<file path="src/rtl/demux_pkg.sv">
// Shared definitions for the packet-aware 1:2 stream demultiplexer:
// FSM state encoding and the default beat width.
package demux_pkg;

  localparam int DEFAULT_WIDTH = 8;

  typedef enum logic [1:0] {
    ST_IDLE   = 2'd0,
    ST_ROUTE0 = 2'd1,
    ST_ROUTE1 = 2'd2
  } state_e;

endpackage

</file>
<file path="src/rtl/one_two_demux_if.sv">
// Stream bundle for one_two_demux: one valid/ready input plus the two
// steered outputs. The producer/consumer side uses master, the demux uses slave.
interface one_two_demux_if #(
  parameter int WIDTH = demux_pkg::DEFAULT_WIDTH
);
  logic             s1;
  logic             in_valid;
  logic             in_ready;
  logic [WIDTH-1:0] in_data;
  logic             in_last;

  logic             out0_valid;
  logic             out0_ready;
  logic [WIDTH-1:0] out0_data;
  logic             out0_last;

  logic             out1_valid;
  logic             out1_ready;
  logic [WIDTH-1:0] out1_data;
  logic             out1_last;

  modport master (
    output s1, in_valid, in_data, in_last, out0_ready, out1_ready,
    input  in_ready, out0_valid, out0_data, out0_last,
           out1_valid, out1_data, out1_last
  );

  modport slave (
    input  s1, in_valid, in_data, in_last, out0_ready, out1_ready,
    output in_ready, out0_valid, out0_data, out0_last,
           out1_valid, out1_data, out1_last
  );
endinterface

</file>
<file path="src/rtl/demux_slot.sv">
// One-entry output register slice: loads a beat, drains on ready, and holds
// its contents stable while the consumer stalls.
module demux_slot #(
  parameter int WIDTH = demux_pkg::DEFAULT_WIDTH
) (
  input  logic             clk,
  input  logic             rst,
  input  logic             i_load,
  input  logic [WIDTH-1:0] i_data,
  input  logic             i_last,
  input  logic             i_ready,
  output logic             o_valid,
  output logic [WIDTH-1:0] o_data,
  output logic             o_last,
  output logic             o_can_load
);

  logic             r_valid;
  logic [WIDTH-1:0] r_data;
  logic             r_last;

  // NOTE: sequential state uses non-blocking assignments so every register
  // samples pre-edge values regardless of process ordering.
  always_ff @(posedge clk) begin
    if (rst) begin
      r_valid <= 1'b0;
      // NOTE: the payload register is reset as well so the outputs read zero
      // after reset and no stale beat from before reset can resurface.
      r_data  <= '0;
      r_last  <= 1'b0;
    end else if (i_load) begin
      // A load wins over a simultaneous drain: the slot simply stays full.
      r_valid <= 1'b1;
      r_data  <= i_data;
      r_last  <= i_last;
    end else if (r_valid && i_ready) begin
      r_valid <= 1'b0;
    end
  end

  assign o_valid    = r_valid;
  assign o_data     = r_data;
  assign o_last     = r_last;
  assign o_can_load = !r_valid || i_ready;

endmodule

</file>
<file path="src/rtl/one_two_demux.sv">
// Packet-aware 1:2 demultiplexer: binds each packet to the output chosen by
// s1 on its first beat and steers all its beats through per-output slots.
module one_two_demux
  import demux_pkg::*;
#(
  parameter int WIDTH = DEFAULT_WIDTH
) (
  input  logic           clk,
  input  logic           rst,
  one_two_demux_if.slave bus
);

  state_e r_state;
  state_e w_state_next;

  logic w_dest;
  logic w_accept;
  logic w_load0;
  logic w_load1;
  logic w_in_ready;
  logic w_can_load0;
  logic w_can_load1;

  always_ff @(posedge clk) begin
    if (rst) r_state <= ST_IDLE;
    else     r_state <= w_state_next;
  end

  // NOTE: every signal assigned in always_comb gets a default first so no
  // path through the block leaves it unassigned and infers a latch.
  always_comb begin
    w_state_next = r_state;
    unique case (r_state)
      ST_IDLE:
        if (w_accept && !bus.in_last)
          w_state_next = bus.s1 ? ST_ROUTE1 : ST_ROUTE0;
      ST_ROUTE0, ST_ROUTE1:
        if (w_accept && bus.in_last)
          w_state_next = ST_IDLE;
      default:
        w_state_next = ST_IDLE;
    endcase
  end

  // Destination comes from s1 only while no packet is open; in_ready never
  // depends on in_valid, so accept is the only term that does.
  always_comb begin
    w_dest     = (r_state == ST_ROUTE1) || ((r_state == ST_IDLE) && bus.s1);
    w_in_ready = w_dest ? w_can_load1 : w_can_load0;
    w_accept   = bus.in_valid && w_in_ready;
    w_load0    = w_accept && !w_dest;
    w_load1    = w_accept && w_dest;
  end

  assign bus.in_ready = w_in_ready;

  demux_slot #(.WIDTH(WIDTH)) u_slot0 (
    .clk        (clk),
    .rst        (rst),
    .i_load     (w_load0),
    .i_data     (bus.in_data),
    .i_last     (bus.in_last),
    .i_ready    (bus.out0_ready),
    .o_valid    (bus.out0_valid),
    .o_data     (bus.out0_data),
    .o_last     (bus.out0_last),
    .o_can_load (w_can_load0)
  );

  demux_slot #(.WIDTH(WIDTH)) u_slot1 (
    .clk        (clk),
    .rst        (rst),
    .i_load     (w_load1),
    .i_data     (bus.in_data),
    .i_last     (bus.in_last),
    .i_ready    (bus.out1_ready),
    .o_valid    (bus.out1_valid),
    .o_data     (bus.out1_data),
    .o_last     (bus.out1_last),
    .o_can_load (w_can_load1)
  );

endmodule
</file>
<file path="src/flat_wrapper.sv">
// flat-port wrapper written by rule: the top's interface ports become plain ports
module one_two_demux_flat import demux_pkg::*;
#(
  parameter int WIDTH = DEFAULT_WIDTH
)
  (clk, rst, bus_s1, bus_in_valid, bus_in_data, bus_in_last, bus_out0_ready, bus_out1_ready, bus_in_ready, bus_out0_valid, bus_out0_data, bus_out0_last, bus_out1_valid, bus_out1_data, bus_out1_last);
  one_two_demux_if #(.WIDTH(WIDTH)) bus_i ();
  input  logic clk;
  input  logic rst;
  input wire logic [$bits(bus_i.s1)-1:0] bus_s1;
  input wire logic [$bits(bus_i.in_valid)-1:0] bus_in_valid;
  input wire logic [$bits(bus_i.in_data)-1:0] bus_in_data;
  input wire logic [$bits(bus_i.in_last)-1:0] bus_in_last;
  input wire logic [$bits(bus_i.out0_ready)-1:0] bus_out0_ready;
  input wire logic [$bits(bus_i.out1_ready)-1:0] bus_out1_ready;
  output wire logic [$bits(bus_i.in_ready)-1:0] bus_in_ready;
  output wire logic [$bits(bus_i.out0_valid)-1:0] bus_out0_valid;
  output wire logic [$bits(bus_i.out0_data)-1:0] bus_out0_data;
  output wire logic [$bits(bus_i.out0_last)-1:0] bus_out0_last;
  output wire logic [$bits(bus_i.out1_valid)-1:0] bus_out1_valid;
  output wire logic [$bits(bus_i.out1_data)-1:0] bus_out1_data;
  output wire logic [$bits(bus_i.out1_last)-1:0] bus_out1_last;
  assign bus_i.s1 = bus_s1;
  assign bus_i.in_valid = bus_in_valid;
  assign bus_i.in_data = bus_in_data;
  assign bus_i.in_last = bus_in_last;
  assign bus_i.out0_ready = bus_out0_ready;
  assign bus_i.out1_ready = bus_out1_ready;
  assign bus_in_ready = bus_i.in_ready;
  assign bus_out0_valid = bus_i.out0_valid;
  assign bus_out0_data = bus_i.out0_data;
  assign bus_out0_last = bus_i.out0_last;
  assign bus_out1_valid = bus_i.out1_valid;
  assign bus_out1_data = bus_i.out1_data;
  assign bus_out1_last = bus_i.out1_last;
  one_two_demux #(.WIDTH(WIDTH)) u_core (.clk(clk), .rst(rst), .bus(bus_i));
endmodule
</file>
<file path="config.mk">
export PLATFORM = sky130hd
export DESIGN_NAME = one_two_demux_flat
export DESIGN_NICKNAME = d
export VERILOG_FILES = /design/src/rtl/demux_pkg.sv /design/src/rtl/one_two_demux_if.sv /design/src/rtl/demux_slot.sv /design/src/rtl/one_two_demux.sv /design/src/flat_wrapper.sv
export SDC_FILE = /design/constraint.sdc
export NUM_CORES = 1
export LEC_CHECK = 0
export ABC_AREA = 1
export CAP_MARGIN = 20
export CORE_UTILIZATION = 41
export CTS_CLUSTER_DIAMETER = 150
export DETAILED_ROUTE_END_ITERATION = 7
export PLACE_DENSITY_LB_ADDON = 0.25
export SLEW_MARGIN = 20
export SYNTH_ARGS = -nofsm -noshare
export SYNTH_HDL_FRONTEND = slang
export SYNTH_SLANG_ARGS = --single-unit
export TNS_END_PERCENT = 1
</file>
<file path="constraint.sdc">
create_clock -name clk -period 1.8 [get_ports clk]
set_input_delay 0.54 -clock clk [delete_from_list [all_inputs] [get_ports clk]]
set_output_delay 0.54 -clock clk [all_outputs]
set_load 0.005 [all_outputs]
</file>
## Word level (Yosys, flattened, before mapping)

Cells that the tools add are included.

- Register bits after elaboration: 22
- Bits in latches: 0
- Bits in writable memories: 0
- Memory bits (read-only): 0
- Input port bits: 15
- Output and inout port bits: 21
- Memories: 0

- Add/subtract/negate cells: 0
- Multipliers: 0
- Div/mod/pow operators: 0
- Magnitude comparators: 0
- Eq/ne operators: 4
- Shift-type cells: 0
- Multiplexer cells: 9
- Bitwise gates (word level): 0
- Reduce and logical (&&, ||, !) cells: 20

Operator list:

| cell | number |
|---|---|
| $logic_and 1x1->1 | 8 |
| $mux 2 | 3 |
| $mux 1 | 5 |
| $logic_not 1->1 | 4 |
| $ne 2x1->1 const B | 2 |
| $pmux 2 s2 | 1 |
| $reduce_bool 2->1 | 2 |
| $logic_or 1x1->1 | 3 |
| $eq 2x1->1 const B | 1 |
| $eq 2x2->1 const B | 1 |
| $logic_not 2->1 | 1 |
| $reduce_and 2->1 | 1 |
| $reduce_or 2->1 | 1 |

## Logic depth before layout (Yosys ltp)

- Depth in word-level cells: 8
- Gate-level depth with buffers: 12

## Cells and area by module

Synthesis repeated with hierarchy kept, for this count alone.

- Cell total of the unflattened synthesis: 122
- Area, all modules: 914.6 µm²

Modules (own cells, without submodules):

| module | instances | cells each | area each (µm²) |
|---|---|---|---|
| demux_slot | 2 | 43 | 352.8 |
| one_two_demux | 1 | 36 | 209.0 |

## Least setup slack after synthesis

No wires, ideal clock.

- Kind: reg2out
- From: reg u_core.r_state[0]
- To: out bus_in_ready
- Data arrival time: 853 ps
- Path slack: 407 ps
- Stages on the path, launching flop included: 7
- Path through: dfxtp_1 inv_1 ha_1 nand2_2 nand2_2 nand2_2 nand2_2

- Longest elaborated chain between the ends: 4

Ends and longest elaborated chain:

| element | line | RTL |
|---|---|---|
| start: declaration | one_two_demux.sv:13 | `state_e r_state;` |
| start signal: assignment | one_two_demux.sv:26 | `else r_state <= w_state_next;` |
| $logic_not 2->1 | one_two_demux.sv:48 | `w_dest = (r_state == ST_ROUTE1) \|\| ((r_state == ST_IDLE) && bus.s1);` |
| $logic_and 1x1->1 | one_two_demux.sv:48 |  |
| $logic_or 1x1->1 * | one_two_demux.sv:48 |  |
| $mux 1 * | one_two_demux.sv:49 | `w_in_ready = w_dest ? w_can_load1 : w_can_load0;` |
| end: declaration | flat_wrapper.sv:16 | `output wire logic [$bits(bus_i.in_ready)-1:0] bus_in_ready;` |

Mark *: on every way between the ends. The rest lies on a longest branch, timed or not.

## Final worst setup path

- From: reg u_core.r_state[1]
- To: out bus_in_ready

The elaborated chain is that of the path after synthesis.

==> reports/metrics.cfg <==
[floorplanning]
start_util_pct = 44.4
std_cell_rows = 16
die_w_um = 48.5
dieArea_um2 = 2360
coreArea_um2 = 2000
die_y_um = 48.5
ios = 36

[yosys]
synthXorXnorAreaFrac_pct = 0
synth.yosys.seq_area_share_pct = 49.6
ys_types = 15
synthMuxAreaShare_pct = 0
synthSimpleGateAreaFrac_pct = 21.1
synth-compound-area-share_pct = 16.3
synth_area_per_cell_um2 = 7.59
netlist_area_um2 = 888
yosys.area_share.adder_pct = 2.82
yosysWarnings = 0
synth_top_family_by_area = simple AND/OR/NAND/NOR gates
synthCells = 117
syn_nets = 134
ys_ff_latch = 22

[cts]
ctsHoldBuffers = 0
cts_tree = done
cts_buffer_depth = 2
clock_sinks = 22
clkTransAtPathRegs_ns = 0.13
cts_made_buffers = 3
clk_latency_ns = 0.31
htreeDepth = 1
root_buffer = clkbuf_4

[placement]
dpl-instance-area_um2 = 1330
gp_congestion = 0.929
hpwl_um = 1520
portBuffers = 35
dp_cells = 185

[sta]
finalSetupViolations = 1
worst_slew_pin_slew_ns = 0.337
maxSlewHeadroom_pct = 77.5
period_minus_slack_ns = 1.82
hold_ws_ns = 0.452
max_freq_mhz = 551
finalCritPeriodShare_pct = 101
fin_ws_ns = -0.0161
final_max_slew_viol_count = 0
hold_viol_final = 0
tns_ns = -0.0161
rsz0062_at_grt = yes
finClkSkew_ns = 0.00335

[status]
status = complete, but fails checks
failed_checks = negative setup slack

[detailed_routing]
vias = 945
first_pass_iters = 4
wl_per_cell_um = 12.1
wl_um = 2400
drtIter0Drc = 25
drcViolationCount = 0
ant_nets = 0
viasPerCell = 4.77

[global_route]
grt_pass1_wl_um = 3930
grt_pass1_vias = 912
grt_usage_pct = 21.2
grt_overflow = 0
grt_max_degree = 19
antenna_found_initial = 0

[layout]
layout-drive-gt1-share_pct = 23.4
stdcell_count = 198
num-fill-cells = 151
syn2layout_area_growth_pct = 68.0
fin_area_um2 = 1490
nets = 189
fin_util_pct = 74.6
antenna_cells = 0

[setup_path]
arrival_ns = 1.28
crit_path_end_kind = output pin
regToRegEndpoint = u_core.u_slot0.o_last
worst-setup-path-type = reg2out
slowest_stage = dfxtp_2
cp_num_cells = 7
path_cells = inv_2, ha_4, nand2_4, nand2_4, nand2_2, nand2_2, buf_2
path_buf_inv = 2
cp_top_family = flip-flops
ff2ff_path_depth = 10
critPathRequiredTime_ns = 1.26
r2r_slack_ns = 0.19
r2r-start = u_core.r_state[1]
cp_max_fo = 3
cp-start-kind = flip-flop
critPathMaxStageDelay_ns = 0.38

[pwr]
ir_worst_vdd_uv = 839
p_per_area_nw_per_um2 = 1280
p_leak_nw = 0.644

[hold_path]
whs_endpoint = u_core.u_slot1.o_data[3]
min_path_type = reg2reg
worstHoldPathCells = 2
hp-start = u_core.u_slot1.o_data[3]

[flow_run]
drv_cap = 0

-- cell type report --
cell class              instances  area, um2  share of cell area [%]
flip-flops and latches         22        443                    29.7
multi-input cells              73        403                    27.0
clock inverters                 1       30.0                    2.01
repair buffers                 53        489                    32.8
inverters                      19       71.3                    4.78
well taps                      27       33.8                    2.26
clock buffers                   3       22.5                    1.51
-- cell families (layout without fill, tap and decap cells) --
logic type / after synthesis / count (layout)
buf+inv: 22 / 76
flops: 22 / 22
compound gates: 29 / 29
simple gates: 42 / 42
fa+ha+maj: 2 / 2
-- how the worst max path moves through the flow --
stage,from,end,slack [ns]
after global placement,bus_s1,bus_in_ready,-0.53
final,u_core.r_state[1],bus_in_ready,-0.02
after CTS,u_core.r_state[0],bus_in_ready,-0.006
after global routing,u_core.r_state[1],bus_in_ready,-0.1
after detailed placement,bus_s1,bus_in_ready,-0.55
after floorplan,u_core.r_state[0],bus_in_ready,0.41
-- through the flow --
step	power [mW]	setup slack [ns]
global placement	1.33	-0.532
detailed placement	1.35	-0.553
floorplan	0.973	0.407
CTS	1.82	-0.00573
finish	1.91	-0.0161
global route	2.03	-0.0954
-- worst reg2reg max path, cell delays in order, from the launching register on --
cell,delay (ns)
dfxtp_2,0.38
inv_2,0.06
ha_4,0.17
nand2_4,0.08
buf_4,0.11
buf_4,0.10
buf_4,0.10
nand4_2,0.13
inv_2,0.18
o21ai_0,0.09
a21oi_1,0.14
-- repair_timing --
item | CTS | global route
setup buffers | 4 | 5
resized for setup | 19 | 2
endpoints found under the setup margin | 1 | 1
pin swaps | 4 | 4
-- registers in the layout, indices dropped and copies added, names as in the netlist --
| name | cells |
|---|---|
| u_core.u_slot1.o_last | 1 |
| u_core.u_slot1.o_valid | 1 |
| u_core.u_slot0.o_last | 1 |
| u_core.u_slot1.o_data | 8 |
| u_core.r_state | 2 |
| u_core.u_slot0.o_data | 8 |
| u_core.u_slot0.o_valid | 1 |
-- cells in the mapped netlist (all sizes together) --
master   n  share of area [%]
clkbuf   2                1.3
ha       2                2.8
nand2   32                 15
inv     19                8.0
o21ai    9                5.1
nand3    5                2.8
dfxtp   22                 50
a21oi   20                 11
nor2     3                1.3
buf      1               0.85
nand4    2                2.1
-- placed cells by master, fill, tap and decap left out --
cell type / synthesis / layout
a21oi_1: 20 / 20
buf_12: 0 / 1
buf_2: 0 / 1
buf_4: 1 / 17
bufinv_16: 0 / 1
clkbuf_4: 1 / 3
clkdlybuf4s50_1: 0 / 31
dfxtp_1: 22 / 20
dfxtp_2: 0 / 2
dlygate4sd2_1: 0 / 3
ha_4: 0 / 2
inv_1: 18 / 15
inv_2: 1 / 4
nand2_1: 27 / 25
nand2_2: 5 / 5
nand2_4: 0 / 2
nand3_1: 5 / 4
nand3_2: 0 / 1
nand4_1: 1 / 1
nand4_2: 1 / 1
nor2_1: 3 / 3
o21ai_0: 9 / 9
-- per-layer routing --
metal	global-route usage (%)	up-vias	share of wire (%)
met1	23.8	430	40
met3	3.14	4	4.8
met5	0	-	0
met4	10.8	0	1.1
met2	38.7	30	54
li1	-	481	-
-- report_power, final --
part | total, mW | internal (mW) | switching, mW
logic | 0.873 | 0.493 | 0.380
registers | 0.654 | 0.596 | 0.0583
clock network | 0.380 | 0.225 | 0.155
total | 1.91 | 1.31 | 0.593
Power figures use the tool's default switching activity.
